==> config.mk <==
export PLATFORM = sky130hd
export DESIGN_NAME = vliw_fetch_flat
export DESIGN_NICKNAME = d
export VERILOG_FILES = /design/src/rtl/vliw_fetch_if.sv /design/src/rtl/vliw_fetch.sv /design/src/flat_wrapper.sv
export SDC_FILE = /design/constraint.sdc
export NUM_CORES = 1
export LEC_CHECK = 0
export ABC_CLOCK_PERIOD_IN_PS = 14000
export BUFFER_PORTS_ARGS = -buffer_cell sky130_fd_sc_hd__buf_2
export CORE_AREA = 2 2 150 225
export DETAILED_ROUTE_END_ITERATION = 16
export DIE_AREA = 0 0 152 227
export PLACE_DENSITY = 0.74
export SLEW_MARGIN = 0
export SYNTH_ARGS = -nofsm -noshare
export SYNTH_HDL_FRONTEND = slang
export SYNTH_SLANG_ARGS = --single-unit
==> constraint.sdc <==
create_clock -name clk -period 14 [get_ports clk]
set_input_delay 2.8 -clock clk [delete_from_list [all_inputs] [get_ports clk]]
set_output_delay 2.8 -clock clk [all_outputs]
set_load 0.02 [all_outputs]
==> src/rtl/vliw_fetch_if.sv <==
// Instruction-memory channel between the fetch stage (master) and imem (slave):
// a valid/ready request carrying a bundle address, and an in-order response.
interface vliw_fetch_if #(
  parameter int SLOTS = 4
);
  logic                req_valid;
  logic                req_ready;
  logic [31:0]         req_addr;
  logic                resp_valid;
  logic [32*SLOTS-1:0] resp_data;

  modport master (
    output req_valid,
    output req_addr,
    input  req_ready,
    input  resp_valid,
    input  resp_data
  );

  modport slave (
    input  req_valid,
    input  req_addr,
    output req_ready,
    output resp_valid,
    output resp_data
  );
endinterface

==> src/rtl/vliw_fetch.sv <==
// VLIW fetch stage: holds the bundle PC, issues credit-limited in-order fetches,
// buffers responses in a show-ahead FIFO and flushes the wrong path on redirect.
module vliw_fetch #(
  parameter logic [31:0] RESET_PC   = 32'h0000_0000,
  parameter int          SLOTS      = 4,
  parameter int          FIFO_DEPTH = 2,
  parameter logic [31:0] NOP_INST   = 32'h0000_0000
) (
  input  logic                clk,
  input  logic                rst,
  input  logic                stall,
  input  logic                redirect,
  input  logic [31:0]         redirect_pc,
  vliw_fetch_if.master        imem,
  output logic                bundle_valid,
  output logic [32*SLOTS-1:0] bundle,
  output logic [31:0]         bundle_pc
);
  localparam int               BW         = 32 * SLOTS;
  localparam int               ALIGN_BITS = $clog2(4 * SLOTS);
  localparam logic [31:0]      ALIGN_MASK = ~((32'd1 << ALIGN_BITS) - 32'd1);
  localparam logic [31:0]      STRIDE     = 32'(4 * SLOTS);
  localparam int               PTR_W      = $clog2(FIFO_DEPTH);
  localparam int               CNT_W      = $clog2(FIFO_DEPTH + 1);
  localparam logic [PTR_W-1:0] PTR_LAST   = PTR_W'(FIFO_DEPTH - 1);
  localparam logic [CNT_W:0]   DEPTH_C    = (CNT_W + 1)'(FIFO_DEPTH);
  localparam logic [CNT_W-1:0] FULL_C     = CNT_W'(FIFO_DEPTH);

  logic [31:0]      fetch_pc_reg;
  logic [CNT_W-1:0] outstanding_reg;
  logic [CNT_W-1:0] drop_cnt_reg;
  logic [CNT_W-1:0] occ_reg;
  logic [PTR_W-1:0] rd_ptr_reg;
  logic [PTR_W-1:0] wr_ptr_reg;
  logic [PTR_W-1:0] pcq_rd_reg;
  logic [PTR_W-1:0] pcq_wr_reg;

  // Bundle buffer (data + pc) and the PCs of requests still in flight.
  logic [BW-1:0]    fifo_data_mem [FIFO_DEPTH];
  logic [31:0]      fifo_pc_mem   [FIFO_DEPTH];
  logic [31:0]      pcq_mem       [FIFO_DEPTH];

  logic             pop;
  logic             push;
  logic             req_ok;
  logic             req_fire;
  logic             resp_drop;
  logic [CNT_W:0]   credit_used;
  logic [CNT_W-1:0] resp_dec;

  function automatic logic [PTR_W-1:0] ptr_inc(input logic [PTR_W-1:0] p);
    return (p == PTR_LAST) ? '0 : p + PTR_W'(1);
  endfunction

  // Credit check counts in-flight requests (including ones that will be dropped)
  // plus buffered bundles, so every response is guaranteed a free slot.
  always_comb begin
    bundle_valid = (occ_reg != '0);
    pop          = bundle_valid && !stall;
    credit_used  = {1'b0, outstanding_reg} + {1'b0, occ_reg} - {{CNT_W{1'b0}}, pop};
    req_ok       = rst && !redirect && (credit_used < DEPTH_C);
    req_fire     = req_ok && imem.req_ready;
    resp_drop    = (drop_cnt_reg != '0);
    push         = imem.resp_valid && !resp_drop && !redirect;
    resp_dec     = {{(CNT_W-1){1'b0}}, imem.resp_valid};
  end

  assign imem.req_valid = req_ok;
  assign imem.req_addr  = fetch_pc_reg;

  // Control state: PC, credit counters, pointers; redirect flushes everything.
  always_ff @(posedge clk or negedge rst) begin
    if (!rst) begin
      fetch_pc_reg    <= RESET_PC & ALIGN_MASK;
      outstanding_reg <= '0;
      drop_cnt_reg    <= '0;
      occ_reg         <= '0;
      rd_ptr_reg      <= '0;
      wr_ptr_reg      <= '0;
      pcq_rd_reg      <= '0;
      pcq_wr_reg      <= '0;
    end else if (redirect) begin
      // Every request still unanswered after this cycle belongs to the wrong path.
      fetch_pc_reg    <= redirect_pc & ALIGN_MASK;
      outstanding_reg <= outstanding_reg - resp_dec;
      drop_cnt_reg    <= outstanding_reg - resp_dec;
      occ_reg         <= '0;
      rd_ptr_reg      <= '0;
      wr_ptr_reg      <= '0;
      pcq_rd_reg      <= '0;
      pcq_wr_reg      <= '0;
    end else begin
      outstanding_reg <= outstanding_reg + CNT_W'(req_fire) - resp_dec;
      occ_reg         <= occ_reg + CNT_W'(push) - CNT_W'(pop);
      if (req_fire) begin
        fetch_pc_reg <= fetch_pc_reg + STRIDE;
        pcq_wr_reg   <= ptr_inc(pcq_wr_reg);
      end
      if (imem.resp_valid && resp_drop) begin
        drop_cnt_reg <= drop_cnt_reg - CNT_W'(1);
      end
      if (push) begin
        wr_ptr_reg <= ptr_inc(wr_ptr_reg);
        pcq_rd_reg <= ptr_inc(pcq_rd_reg);
      end
      if (pop) begin
        rd_ptr_reg <= ptr_inc(rd_ptr_reg);
      end
    end
  end

  // Storage writes: PC of each accepted request, and response data paired with its PC.
  always_ff @(posedge clk) begin
    if (req_fire) begin
      pcq_mem[pcq_wr_reg] <= fetch_pc_reg;
    end
    if (push) begin
      fifo_data_mem[wr_ptr_reg] <= imem.resp_data;
      fifo_pc_mem[wr_ptr_reg]   <= pcq_mem[pcq_rd_reg];
    end
  end

  generate
    for (genvar gi = 0; gi < SLOTS; gi++) begin : g_slot
      assign bundle[32*gi +: 32] = bundle_valid ? fifo_data_mem[rd_ptr_reg][32*gi +: 32] : NOP_INST;
    end
  endgenerate

  assign bundle_pc = bundle_valid ? fifo_pc_mem[rd_ptr_reg] : 32'h0;

  // Responses must answer an accepted request and must never meet a full buffer.
  a_resp_has_req: assert property (@(posedge clk) disable iff (!rst)
    imem.resp_valid |-> (outstanding_reg != '0));
  a_no_overflow: assert property (@(posedge clk) disable iff (!rst)
    push |-> (occ_reg != FULL_C));
endmodule

==> src/flat_wrapper.sv <==
// flat-port wrapper written by rule: the top's interface ports become plain ports
module vliw_fetch_flat 
#(
  parameter logic [31:0] RESET_PC   = 32'h0000_0000,
  parameter int          SLOTS      = 4,
  parameter int          FIFO_DEPTH = 2,
  parameter logic [31:0] NOP_INST   = 32'h0000_0000
)
  (clk, rst, stall, redirect, redirect_pc, bundle_valid, bundle, bundle_pc, imem_req_valid, imem_req_addr, imem_req_ready, imem_resp_valid, imem_resp_data);
  vliw_fetch_if #(.SLOTS(SLOTS)) imem_i ();
  input  logic clk;
  input  logic rst;
  input  logic stall;
  input  logic redirect;
  input  logic [31:0] redirect_pc;
  output logic bundle_valid;
  output logic [32*SLOTS-1:0] bundle;
  output logic [31:0] bundle_pc;
  output wire logic [$bits(imem_i.req_valid)-1:0] imem_req_valid;
  output wire logic [$bits(imem_i.req_addr)-1:0] imem_req_addr;
  input wire logic [$bits(imem_i.req_ready)-1:0] imem_req_ready;
  input wire logic [$bits(imem_i.resp_valid)-1:0] imem_resp_valid;
  input wire logic [$bits(imem_i.resp_data)-1:0] imem_resp_data;
  assign imem_req_valid = imem_i.req_valid;
  assign imem_req_addr = imem_i.req_addr;
  assign imem_i.req_ready = imem_req_ready;
  assign imem_i.resp_valid = imem_resp_valid;
  assign imem_i.resp_data = imem_resp_data;
  vliw_fetch #(.RESET_PC(RESET_PC), .SLOTS(SLOTS), .FIFO_DEPTH(FIFO_DEPTH), .NOP_INST(NOP_INST)) u_core (.clk(clk), .rst(rst), .stall(stall), .redirect(redirect), .redirect_pc(redirect_pc), .imem(imem_i), .bundle_valid(bundle_valid), .bundle(bundle), .bundle_pc(bundle_pc));
endmodule
==> results, run 1 <==
- The count of yosys warnings during synthesis is 0.
- For this design the ratio of total power to cell area is 181 nW/um2.
- The most common cell in the synthesized netlist is sky130_fd_sc_hd__edfxtp_1.
- The initial antenna violation count is 6.
- The final non-filler cell total is 1818.
- The endpoint identified for the worst register-to-register timing path is u_core.imem.req_addr[27]$_DFFE_PN0P_.
- The termination of the worst setup path is imem_req_valid.
- The via count is 9559.
- The later-pin clock latency in the skew report is 520 ps.
- The number of clock buffers added by TritonCTS is 37.
- The post-synthesis async set-or-reset flop share is 9.36%.
- Dividing the detail-routed via count by the number of cells gives 5.26.
- In the post-synthesis netlist, the biggest area contributors are sky130_fd_sc_hd__edfxtp_1, sky130_fd_sc_hd__mux2i_1, sky130_fd_sc_hd__dfrtp_1, sky130_fd_sc_hd__nor2_1, sky130_fd_sc_hd__mux2_2.
- The startpoint kind of the worst setup timing path is an input pin.
- After synthesis, the largest area contributor takes up 69.1% of total cell area.
- After the first detailed-routing iteration, the DRC count stood at 577.
- Counting instances, the worst hold path has a depth of 2.
- The routability congestion estimate from global placement is 0.812.
- The number of distinct library cell variants in the gate-level netlist after synthesis is 49.
- The setup total negative slack is 0 ps.
- The layout overhead on the synthesized area is 21.1%.
- The die is 152 um wide.
- The static leakage power is 7.29 nW.
- The final-report hold violation count is 0.
- The sum of routed wire length over all layers is 34.4 mm.
- Setup repair after global routing left no endpoint under its margin.
- At the worst endpoint, the arrival time is 4210 ps.
- The HPWL after detailed placement is 22.8 mm.
- Across the VDD grid, the largest voltage drop is 0.000117 V.
- The most instantiated flip-flop cell in the synthesis netlist is sky130_fd_sc_hd__edfxtp_1.
- At the end of the flow the core is filled with cells to 59.6%.
- The number of global-route vias before repair came to 9201.
- The actual slew at the worst max-slew pin is 1040 ps.
- The worst register-to-register path has a setup slack of 10640 ps.
- The total power draw is 0.00351 W.
- The worst register-to-register path has a depth of 9.
- After synthesis, the most frequently instantiated cells are sky130_fd_sc_hd__edfxtp_1, sky130_fd_sc_hd__nor2_1, sky130_fd_sc_hd__mux2i_1.
- Setup violations remaining at the end of the flow were counted as 0.
- The number of max-slew violations in the final report is 0.
- The clock net in this run drives a total of 406 sinks.
- The TritonCTS clock tree is built.
- The post-CTS resize count is 0.
- The first-pass GRT wire length is 51.8 mm.
- The maximum achievable frequency is 143 MHz.
- The register area share after synthesis is 75.0%.
- The worst path needs 7010 ps of the cycle, external delays included.
- The number of buffers inserted by hold repair at cts is 0.
- The nature of the critical path endpoint is an output port.
- The required time at the worst-slack endpoint is 11200 ps.
- Summing every instance area after synthesis gives 16000 um2.
- The largest registers in the layout are u_core.fifo_data_mem x256, u_core.fifo_pc_mem x56, u_core.pcq_mem x56.
- The layout cell share with drive strength beyond 1 is 32.5%.
- For this run, the post-layout net count is 1541.
- The detail route stage leaves a number of antenna-violating nets equal to 0.
- The die is 227 um tall.
- Post-CTS timing repair inserted 0 buffers for setup.
- Global routing consumed, over all layers together, 19.3% of the routing resources.
- After clock tree synthesis, the clock-pin slew on the worst setup and hold paths is 60 ps.
- The number of buffers inserted by port buffering is 347.
- The total area inside the core boundary comes to 32500 um2.
- Summed over all layers, the global routing overflow is 0.
- The buffer cell driving the clock tree root is sky130_fd_sc_hd__clkbuf_16.
- Headroom to the max-slew limit came out at 30.5%.
- The flow ran to the end, and the final reports show no timing, DRC or antenna violations.
- The reg-to-reg startpoint is u_core.occ_reg[1]$_DFF_PN0_.
- The count of placed standard cells including taps is 1744.
- The maximum level of the CTS H-tree is 2.
- sky130_fd_sc_hd__edfxtp_1 takes more of the synthesized area than any other cell.
- The final-layout fill cell count is 2520.
- Synthesis produced 1017 cells.
- The clock skew after layout is 20.2 ps.
- After synthesis the netlist holds a flip-flop and latch count of 406.
- The register with the most flip-flops is u_core.fifo_data_mem.
- The detailed-router iteration count before antenna repair is 5.
- Along the worst path, the maximum fanout reaches 3.
- The number of top-level design ports is 360.
- By startpoint and endpoint, the worst setup path is classified as input pin to output port.
- The final critical-path share of the clock period is 50.1%.
- The class of the tightest hold or removal check is flop to flop.
- The initial utilization of the core area, before any placement, comes to 49.2%.
- The total die area is 34500 um2.
- The floorplan has 81 rows.
- The launching instance or port of the critical path is stall.
- The DRC violation count after routing is 0.
- The maximum number of pins on one net before global-route repair is 83.
- The count of max-cap constraint violations is 0.
- The clock passes through at most 3 buffers.
- The mean instance size in the synthesized netlist is 15.7 um2.
- In this run, synthesis inferred 368 flip-flops with an integrated enable.
- The routed length per placed instance is 18.9 um.
- The register with the most flip-flops in the layout has 256 of them.
==> stage by stage <==
step                setup slack, ps  hold slack [ps]  cell area [um2]
floorplan                      4180              516            16000
global placement               6980              521            18200
detailed placement             6990              526            18200
CTS                            6980              546            19400
global route                   6900              574            19400
finish                         6990              543            19400
==> final cells by class <==
cell class | count | area [um2] | area share, %
clock inverters | 21 | 178 | 0.917
well taps | 415 | 519 | 2.68
clock buffers | 47 | 1020 | 5.24
flip-flops and latches | 406 | 12000 | 62.0
inverters | 15 | 56.3 | 0.291
repair buffers | 362 | 1850 | 9.54
diodes | 6 | 15.0 | 0.0775
multi-input cells | 546 | 3740 | 19.3
==> power breakdown <==
group / switching, W / leakage [nW] / internal, W
clock: 0.000418 / 0.581 / 0.000571
sequential: 0.0000664 / 3.79 / 0.00143
combinational: 0.000671 / 2.92 / 0.000360
==> cells by family after synthesis <==
group | after synthesis | synth area share, %
buffers and inverters | 72 | 1.93
adder cells (fa/ha/maj) | 7 | 0.594
other | 1 | 0.0234
flip-flops | 406 | 75.0
XOR/XNOR | 14 | 0.766
multiplexers | 185 | 11.8
AO/OA/AOI/OAI | 56 | 2.45
AND/OR/NAND/NOR | 276 | 7.44
==> critical path, stage by stage <==
cell                      delay, ps
sky130_fd_sc_hd__buf_2          120
sky130_fd_sc_hd__xnor2_1        150
sky130_fd_sc_hd__nand2_1         80
sky130_fd_sc_hd__fa_1           560
sky130_fd_sc_hd__nand2_1         70
sky130_fd_sc_hd__nor3_1         220
sky130_fd_sc_hd__buf_2          210
==> placed cells by master (no fill, tap or decap), types with 3 or more instances in the layout <==
cell type | synthesis | layout
sky130_fd_sc_hd__mux2i_1 | 157 | 157
sky130_fd_sc_hd__and3_1 | 3 | 3
sky130_fd_sc_hd__nand2_1 | 39 | 39
sky130_fd_sc_hd__bufinv_16 | 0 | 3
sky130_fd_sc_hd__nor2_1 | 182 | 180
sky130_fd_sc_hd__nor3_1 | 7 | 6
sky130_fd_sc_hd__o211ai_1 | 5 | 5
sky130_fd_sc_hd__o311ai_0 | 5 | 5
sky130_fd_sc_hd__a21oi_1 | 6 | 6
sky130_fd_sc_hd__a31o_2 | 3 | 3
sky130_fd_sc_hd__xnor2_1 | 9 | 9
sky130_fd_sc_hd__buf_2 | 1 | 347
sky130_fd_sc_hd__clkinv_1 | 0 | 9
sky130_fd_sc_hd__nand4_1 | 7 | 7
sky130_fd_sc_hd__xor2_1 | 5 | 5
sky130_fd_sc_hd__a211o_1 | 3 | 3
sky130_fd_sc_hd__edfxtp_1 | 368 | 368
sky130_fd_sc_hd__a31oi_1 | 3 | 3
sky130_fd_sc_hd__buf_4 | 8 | 15
sky130_fd_sc_hd__clkinv_2 | 0 | 6
sky130_fd_sc_hd__o21ai_0 | 17 | 17
sky130_fd_sc_hd__clkbuf_1 | 31 | 7
sky130_fd_sc_hd__dfrtp_1 | 38 | 37
sky130_fd_sc_hd__clkbuf_16 | 0 | 39
sky130_fd_sc_hd__conb_1 | 1 | 8
sky130_fd_sc_hd__ha_1 | 6 | 6
sky130_fd_sc_hd__nor2b_1 | 3 | 3
sky130_fd_sc_hd__nand3_1 | 17 | 17
sky130_fd_sc_hd__diode_2 | 0 | 6
sky130_fd_sc_hd__mux2_2 | 28 | 28
sky130_fd_sc_hd__inv_1 | 15 | 15
sky130_fd_sc_hd__nor4_1 | 5 | 5
==> routing by layer <==
metal | vias up | routed length, um | track usage (%)
met2 | 366 | 18400 | 34.7
met1 | 4659 | 13100 | 23.1
met4 | 0 | 901 | 7.36
li1 | 4479 | - | -
met3 | 55 | 2060 | 3.54
met5 | - | 0 | 0
==> worst min-delay path by stage <==
stage	slack [ps]	start	endpoint
finish	540	u_core.pcq_rd_reg$_DFFE_PN0P_	u_core.pcq_rd_reg$_DFFE_PN0P_
global route	570	u_core.pcq_mem[1][23]$_DFFE_PP_	u_core.fifo_pc_mem[0][23]$_DFFE_PP_
CTS	550	u_core.pcq_rd_reg$_DFFE_PN0P_	u_core.pcq_rd_reg$_DFFE_PN0P_
detailed placement	530	u_core.pcq_rd_reg$_DFFE_PN0P_	u_core.pcq_rd_reg$_DFFE_PN0P_
global placement	520	u_core.pcq_rd_reg$_DFFE_PN0P_	u_core.pcq_rd_reg$_DFFE_PN0P_
floorplan	520	u_core.drop_cnt_reg[1]$_DFFE_PN0P_	u_core.drop_cnt_reg[1]$_DFFE_PN0P_
No activity file was read; power rests on OpenSTA's default activity.
==> inputs of run 2 (changes only) <==
--- a/config.mk
+++ b/config.mk
@@ -5,12 +5,12 @@
 export SDC_FILE = /design/constraint.sdc
 export NUM_CORES = 1
 export LEC_CHECK = 0
-export ABC_CLOCK_PERIOD_IN_PS = 14000
+export ABC_CLOCK_PERIOD_IN_PS = 6000
 export BUFFER_PORTS_ARGS = -buffer_cell sky130_fd_sc_hd__buf_2
-export CORE_AREA = 2 2 150 225
+export CORE_AREA = 2 2 151 227
 export DETAILED_ROUTE_END_ITERATION = 16
-export DIE_AREA = 0 0 152 227
-export PLACE_DENSITY = 0.74
+export DIE_AREA = 0 0 153 229
+export PLACE_DENSITY = 0.75
 export SLEW_MARGIN = 0
 export SYNTH_ARGS = -nofsm -noshare
 export SYNTH_HDL_FRONTEND = slang
==> constraint.sdc (replaced) <==
create_clock -name clk -period 6 [get_ports clk]
set_input_delay 1.2 -clock clk [delete_from_list [all_inputs] [get_ports clk]]
set_output_delay 1.2 -clock clk [all_outputs]
set_load 0.02 [all_outputs]
==> run 2 against run 1 <==
Highest routed layer unchanged; critical path depth shrank 1; global-route usage down 0.16 points; wire length shrank 1.1%; core utilization decreased by 0.47 points; clock power grew to 2.6 times the previous value; sequential share of layout area fell by 0.65 points; critical path type is now flop to output port; clock skew is 3.9 ps lower; hold slack better by 18 ps.
==> results, run 2 (synthesis gave the netlist of run 1 again) <==
- The data arrival time of the critical path is 2850 ps.
- The final-report hold violation count is 0.
- VDD sags by at most 0.000333 V.
- In the final layout, the registers with the most flip-flops are u_core.fifo_data_mem x256, u_core.fifo_pc_mem x56, u_core.pcq_mem x56.
- The first-pass GRT wire length is 52.5 mm.
- The maximum number of pins on one net before global-route repair is 156.
- Clock tree synthesis found a total of 406 sinks.
- Using the TritonRoute via totals, the vias-per-cell ratio works out to 5.23.
- The largest single stage delay on the critical path is 630 ps.
- The number of buffers inserted by hold repair at cts is 0.
- The run finished with clean final reports.
- The slowest stage of the critical path is the sky130_fd_sc_hd__nor2_4 cell.
- The congestion estimate from routability-driven global placement came to 0.785.
- The signal on the critical path passes through nor2_4, nor3_1, fa_1, nand2_1, nor3_1, buf_2.
- Dividing total power by cell area gives a power density of 432 nW/um2.
- The final non-filler cell total is 1823.
- Once detail routing completed, the nets flagged for antenna violations numbered 0.
- The number of top-level design ports is 360.
- In this run the worst path has a maximum fanout of 31.
- The actual slew at the worst max-slew pin is 1090 ps.
- The critical path is of the flop to output port type.
- STA classifies the critical path endpoint as an output port.
- The register with the most flip-flops in the layout has 256 of them.
- The post-CTS resize count is 0.
- In the layout the commonest cells are sky130_fd_sc_hd__edfxtp_1, sky130_fd_sc_hd__buf_2, sky130_fd_sc_hd__nor2_1.
- CTS placed an instance of sky130_fd_sc_hd__clkbuf_16 at the clock tree root.
- The setup total negative slack is 0 ps.
- The floorplan step defined a core boundary enclosing 33100 um2.
- The die height is 229 um.
- The post-CTS setup buffer count is 0.
- In this run the tightest slew margin relative to its limit is 27.7%.
- After the last flow step, the layout net total stands at 1541.
- The minimum setup slack in the final design is 1950 ps.
- Summing all placed instances gives a cell area of 18200 um2.
- The total overflow reported by the global router is 0.
- The required time at the worst-slack endpoint is 4800 ps.
- Setup violations remaining at the end of the flow were counted as 0.
- The initial antenna violation count is 5.
- TritonCTS created 38 clock buffers.
- The count of max-cap constraint violations is 0.
- After layout, the minimum clock period comes to 4050 ps.
- The fraction of the core area covered by cells at the end of the flow is 59.1%.
- The post-DP HPWL is 22.6 mm.
- TritonCTS built the clock tree.
- The worst setup path is launched from a flop.
- The clock passes through at most 3 buffers.
- The number of max-slew violations in the final report is 0.
- The final design instance area without fill is 19600 um2.
- After floorplanning, the core was divided into 82 placement rows.
- The die width is 153 um.
- The most prevalent standard cell on the critical path is sky130_fd_sc_hd__nor3_1.
- The DRC violation count after routing is 0.
- The maximum achievable frequency is 247 MHz.
- The final-layout fill cell count is 2575.
- The layout cell share with drive strength beyond 1 is 33.0%.
- The initial core utilization is 48.3%.
- The layout overhead on the synthesized area is 22.4%.
- The global-route usage over all layers is 19.1%.
- The number of global-route vias before repair is 9681.
- Before antenna repair, the detailed router went through 4 iterations.
- The most common cell after layout, fill and taps aside is sky130_fd_sc_hd__edfxtp_1.
- The routed design has 34.1 mm of wire.
- The via count is 9542.
- Including well taps, the total number of placed cells is 1748.
- The placement-stage worst setup slack is 1990 ps.
- The static leakage power is 7.38 nW.
- The clock skew after layout is 16.3 ps.
- The worst hold path belongs to the class flop to flop.
- The later-pin clock latency in the skew report is 530 ps.
- The total die area is 35000 um2.
- Dividing the detail-routed wire length by the instance count gives 18.7 um.
- The detailed router finished its first iteration with 580 violations.
- Ranked by flip-flop count, first place goes to u_core.fifo_data_mem.
- The number of buffers inserted by port buffering is 347.
- Setup repair after global routing left no endpoint under its margin.
- The final critical-path share of the clock period is 67.5%.
- Clock-pin slew was measured on the worst setup and hold paths at 60 ps.
- The maximum level of the CTS H-tree is 2.
==> run 2: cell type report <==
| class | count | area, um2 | area share [%] |
|---|---|---|---|
| Sequential cell | 406 | 12000 | 61.3 |
| Multi-Input combinational cell | 546 | 3740 | 19.1 |
| Timing Repair Buffer | 361 | 1880 | 9.60 |
| Clock buffer | 53 | 1150 | 5.88 |
| Tap cell | 420 | 526 | 2.68 |
| Clock inverter | 17 | 215 | 1.10 |
| Inverter | 15 | 56.3 | 0.287 |
| Antenna cell | 5 | 12.5 | 0.0639 |
==> run 2: path summary, 6_finish.rpt <==
kind | start | to | slack [ps] | cells past startpoint
min | u_core.pcq_mem[1][31]$_DFFE_PP_ | u_core.fifo_pc_mem[1][31]$_DFFE_PP_ | 560 | 1
max reg2reg | u_core.occ_reg[1]$_DFF_PN0_ | u_core.imem.req_addr[19]$_DFFE_PN0P_ | 2280 | 9
max | u_core.occ_reg[1]$_DFF_PN0_ | imem_req_valid | 1950 | 6
min reg2reg | u_core.pcq_mem[1][31]$_DFFE_PP_ | u_core.fifo_pc_mem[1][31]$_DFFE_PP_ | 560 | 1
max in group asynchronous | rst | u_core.rd_ptr_reg$_DFFE_PN0P_ | 4490 | 1
min in group asynchronous | rst | u_core.outstanding_reg[1]$_DFF_PN0_ | 820 | 1
==> run 2: worst max-delay path, delay by kind of cell (launching register included) <==
family                     cells  cell delay (ps)
and+or+nand+nor                4             1060
adders and majority gates      1              630
DFF                            1              430
buffers and inverters          1              200
==> run 2: power by group <==
| part | total, W | switching [W] | leakage [nW] | internal [W] |
|---|---|---|---|---|
| clock network | 0.00256 | 0.000996 | 0.668 | 0.00156 |
| logic | 0.00240 | 0.00156 | 2.92 | 0.000842 |
| registers | 0.00350 | 0.000165 | 3.79 | 0.00333 |
| total | 0.00845 | 0.00272 | 7.38 | 0.00574 |
==> run 2: per-stage QoR <==
| stage | hold slack [ps] | power, W |
|---|---|---|
| detailed placement | 551 | 0.00599 |
| global placement | 525 | 0.00593 |
| floorplan | 516 | 0.00518 |
| CTS | 565 | 0.00855 |
| finish | 561 | 0.00845 |
| global route | 583 | 0.00883 |
==> run 2: per-layer routing <==
layer	track usage (%)	vias up	routed length (um)
met5	0	-	0
met4	8.33	0	1120
met3	3.58	64	1970
met2	34.2	354	18200
met1	22.3	4655	12700
li1	-	4469	-
==> inputs of run 3 (changes only) <==
--- a/config.mk
+++ b/config.mk
@@ -5,7 +5,7 @@
 export SDC_FILE = /design/constraint.sdc
 export NUM_CORES = 1
 export LEC_CHECK = 0
-export ABC_CLOCK_PERIOD_IN_PS = 6000
+export ABC_CLOCK_PERIOD_IN_PS = 3600
 export BUFFER_PORTS_ARGS = -buffer_cell sky130_fd_sc_hd__buf_2
 export CORE_AREA = 2 2 151 227
 export DETAILED_ROUTE_END_ITERATION = 16
==> constraint.sdc (replaced) <==
create_clock -name clk -period 3.6 [get_ports clk]
set_input_delay 0.72 -clock clk [delete_from_list [all_inputs] [get_ports clk]]
set_output_delay 0.72 -clock clk [all_outputs]
set_load 0.02 [all_outputs]
==> run 3 against run 2 <==
Combinational power increased by 71%; via count increased by 0.77%; sequential share of layout area about the same; clock power increased by 50%; register-to-register slack got worse by 1700 ps; die area unchanged; non-clock buffer count increased by 12; critical path depth unchanged.
==> results, run 3 (synthesis gave the netlist of run 1 again) <==
- Traced cell by cell, the critical path runs through inv_1, ha_1, fa_1, nand2_1, nor3_1, buf_2.
- The number of buffers inserted by port buffering is 347.
- The number of flip-flops under the largest register name is 256.
- The number of setup buffers added after CTS is 0.
- In the final layout, the share of cells above drive strength 1 is 32.8%.
- The largest individual stage delay along the critical path comes from the cell sky130_fd_sc_hd__fa_1.
- The logic depth of the worst path, buffers included is 6.
- Broken down by cell family, the worst path's largest delay share belongs to adder cells.
- In this run the core area contains 82 standard-cell rows.
- The die height is 229 um.
- The number of buffers between clock root and the deepest sink is 3.
- The number of cells on the worst reg-to-reg path is 8.
- The run finished with clean final reports.
- Summed over all cells, the static leakage comes to 7.37 nW.
- Summing all multi-input logic gate instances after layout gives 3740 um2.
- The class of the tightest hold or removal check is input pin to async pin.
- The initial utilization of the core area, before any placement, comes to 48.3%.
- Data arrives at the worst endpoint at 2430 ps.
- The final-report hold violation count is 0.
- The final critical delay including setup and external delays is 3150 ps.
- The part of the total power dissipated in combinational logic is 29.8%.
- Entering global routing, the biggest net connects 159 pins.
- The internal reg-to-reg setup slack is 580 ps.
- The total die area is 35000 um2.
- The capturing point of the worst reg2reg path is u_core.imem.req_addr[19]$_DFFE_PN0P_.
- The pre-antenna-repair detailed-routing pass consisted of 4 iterations.
- The net switching fraction of the power is 32.6%.
- The placement-stage worst setup slack is 361 ps.
- The critical path in this run is classified as flop to output port.
- The register with the most flip-flops is u_core.fifo_data_mem.
- Setup repair after global routing left no endpoint under its margin.
- The startpoint identified for the worst register-to-register timing path is u_core.occ_reg[1]$_DFF_PN0_.
- The mean number of vias per cell is 5.25.
- The initial antenna violation count is 6.
- The required time at the worst-slack endpoint is 2880 ps.
- The maximum level of the CTS H-tree is 2.
- The routed layout has 9615 vias.
- From synthesis to final layout, the design area changed by 22.4%.
- The starting DRC count in detailed routing is 507.
- Once the clock tree was built, the resizer swapped 0 gates to a different size.
- The HPWL after detailed placement is 22.9 mm.
- The worst setup path is captured at an output port.
- The share of power burned in registers is 42.3%.
- The TritonCTS clock tree is built.
- The final hold slack is 311 ps.
- In the global route stage, overall resource usage came out at 18.8%.
- Cells fill 59.1% of the core in the end.
- The worst pin sits at a relative slew slack of 37.5%.
- In the final design database the tool counted 1552 nets.
- The total overflow left after global routing is 0.
- The largest registers in the layout are u_core.fifo_data_mem x256, u_core.fifo_pc_mem x56, u_core.pcq_mem x56.
- The minimum setup slack in the final design is 454 ps.
- After detailed routing, the average wire length per cell comes to 18.5 um.
- The number of buffers and inverters on the critical path is 2.
- The number of max-slew violations in the final report is 0.
- Counting the fill cells in the layout gives 2550.
- The top fanout value on the critical path is 3.
- The routability congestion estimate from global placement is 0.802.
- For this run, the slowest stage of the critical path takes 620 ps.
- The area of the placeable core is 33100 um2.
- The internal power is 0.00927 W.
- The launching instance or port of the critical path is u_core.occ_reg[1]$_DFF_PN0_.
- Leaving out fill and tap cells, the most frequent cells in the layout are sky130_fd_sc_hd__edfxtp_1, sky130_fd_sc_hd__buf_2, sky130_fd_sc_hd__nor2_1.
- The later-pin clock latency in the skew report is 520 ps.
- The clock share of power is 27.9%.
- The count of max-cap constraint violations is 0.
- The clock net sink count is 406.
- 360 I/O pins were placed.
- The number of global-route vias before repair is 9689.
- The sum of routed wire length over all layers is 34.0 mm.
- The first global-routing pass estimated 52.0 mm of wire.
- The most common cell after layout, fill and taps aside is sky130_fd_sc_hd__edfxtp_1.
- The clock skew after layout is 11.9 ps.
- The area used by sequential logic in the layout is 12000 um2.
- For this design the ratio of total power to cell area is 702 nW/um2.
- The number of endpoints failing setup at the final stage is 0.
- The total clock buffers created by CTS is 37.
- The analysis attributes to net switching a power of 0.00448 W.
- STA classifies the critical path startpoint as a flop.
- The worst path uses 87.4% of the clock period.
- The floorplan step set the die width to 153 um.
- The clock-pin slew on the worst setup and hold paths is 60 ps.
- The count of nets left with antenna violations once routing finished came out at 0.
- After detailed routing, the number of remaining DRC violations is 0.
- IR analysis of the VDD net gives a maximum drop of 0.000614 V.
- The tree is rooted in a sky130_fd_sc_hd__clkbuf_16.
- The actual slew at the worst max-slew pin is 937 ps.
- Timing would allow up to 318 MHz.
- The number of hold buffers added after CTS was 0.
==> run 3: cell count changes in the layout (fill, tap and decap cells not counted), moves of 3 or more <==
cell | previous run | this run
sky130_fd_sc_hd__clkbuf_1 | 4 | 15
sky130_fd_sc_hd__buf_12 | 3 | 10
sky130_fd_sc_hd__clkbuf_8 | 8 | 1
sky130_fd_sc_hd__buf_4 | 11 | 16
sky130_fd_sc_hd__clkinv_1 | 5 | 2
sky130_fd_sc_hd__clkinv_2 | 4 | 1
==> run 3: area by class of cell <==
type | count | area share, %
antenna | 7 | 0.0895
inverter | 15 | 0.288
tap | 420 | 2.68
clock buffer | 55 | 5.34
clock inverter | 10 | 0.684
multi-input combinational | 546 | 19.1
sequential | 406 | 61.3
timing repair buffer | 373 | 10.5
==> run 3: through the flow <==
stage	std cells	setup TNS, ps	power, W	instance area [um2]
after floorplan	1024	-246170	0.00864	16100
after global placement	1760	0	0.00997	18400
after detailed placement	1760	0	0.0101	18400
after CTS	1825	0	0.0139	19600
after global routing	1831	0	0.0143	19600
final	1832	0	0.0137	19600
==> run 3: worst max path at each step <==
stage                     slack (ps)                                    to
after global routing             330                        imem_req_valid
after detailed placement         360  u_core.imem.req_addr[19]$_DFFE_PN0P_
final                            450                        imem_req_valid
after floorplan                -1580  u_core.fifo_data_mem[0][0]$_DFFE_PP_
after CTS                        440                        imem_req_valid
after global placement           380  u_core.imem.req_addr[19]$_DFFE_PN0P_
==> run 3: worst reg2reg max path, stage by stage (launching register included) <==
cell	delay, ps
sky130_fd_sc_hd__dfrtp_1	430
sky130_fd_sc_hd__inv_1	70
sky130_fd_sc_hd__ha_1	310
sky130_fd_sc_hd__fa_1	620
sky130_fd_sc_hd__nand4b_4	110
sky130_fd_sc_hd__or2_1	220
sky130_fd_sc_hd__or3_1	510
sky130_fd_sc_hd__o311a_1	370
sky130_fd_sc_hd__a211o_1	260
==> run 3: power groups by stage <==
stage,sequential (W),clock (W),combinational [W]
3_5_place_dp,0.00591,0,0.00415
2_1_floorplan,0.00586,0,0.00278
4_1_cts,0.00581,0.00392,0.00417
3_3_place_gp,0.00589,0,0.00408
6_report,0.00581,0.00384,0.00410
5_1_grt,0.00585,0.00410,0.00440
==> run 3: routing by layer <==
metal	track usage (%)	wire, um	vias to the layer above
li1	-	-	4491
met1	22.0	12600	4691
met2	34.1	18100	364
met3	3.60	2120	69
met4	7.44	1150	0
met5	0	0	-
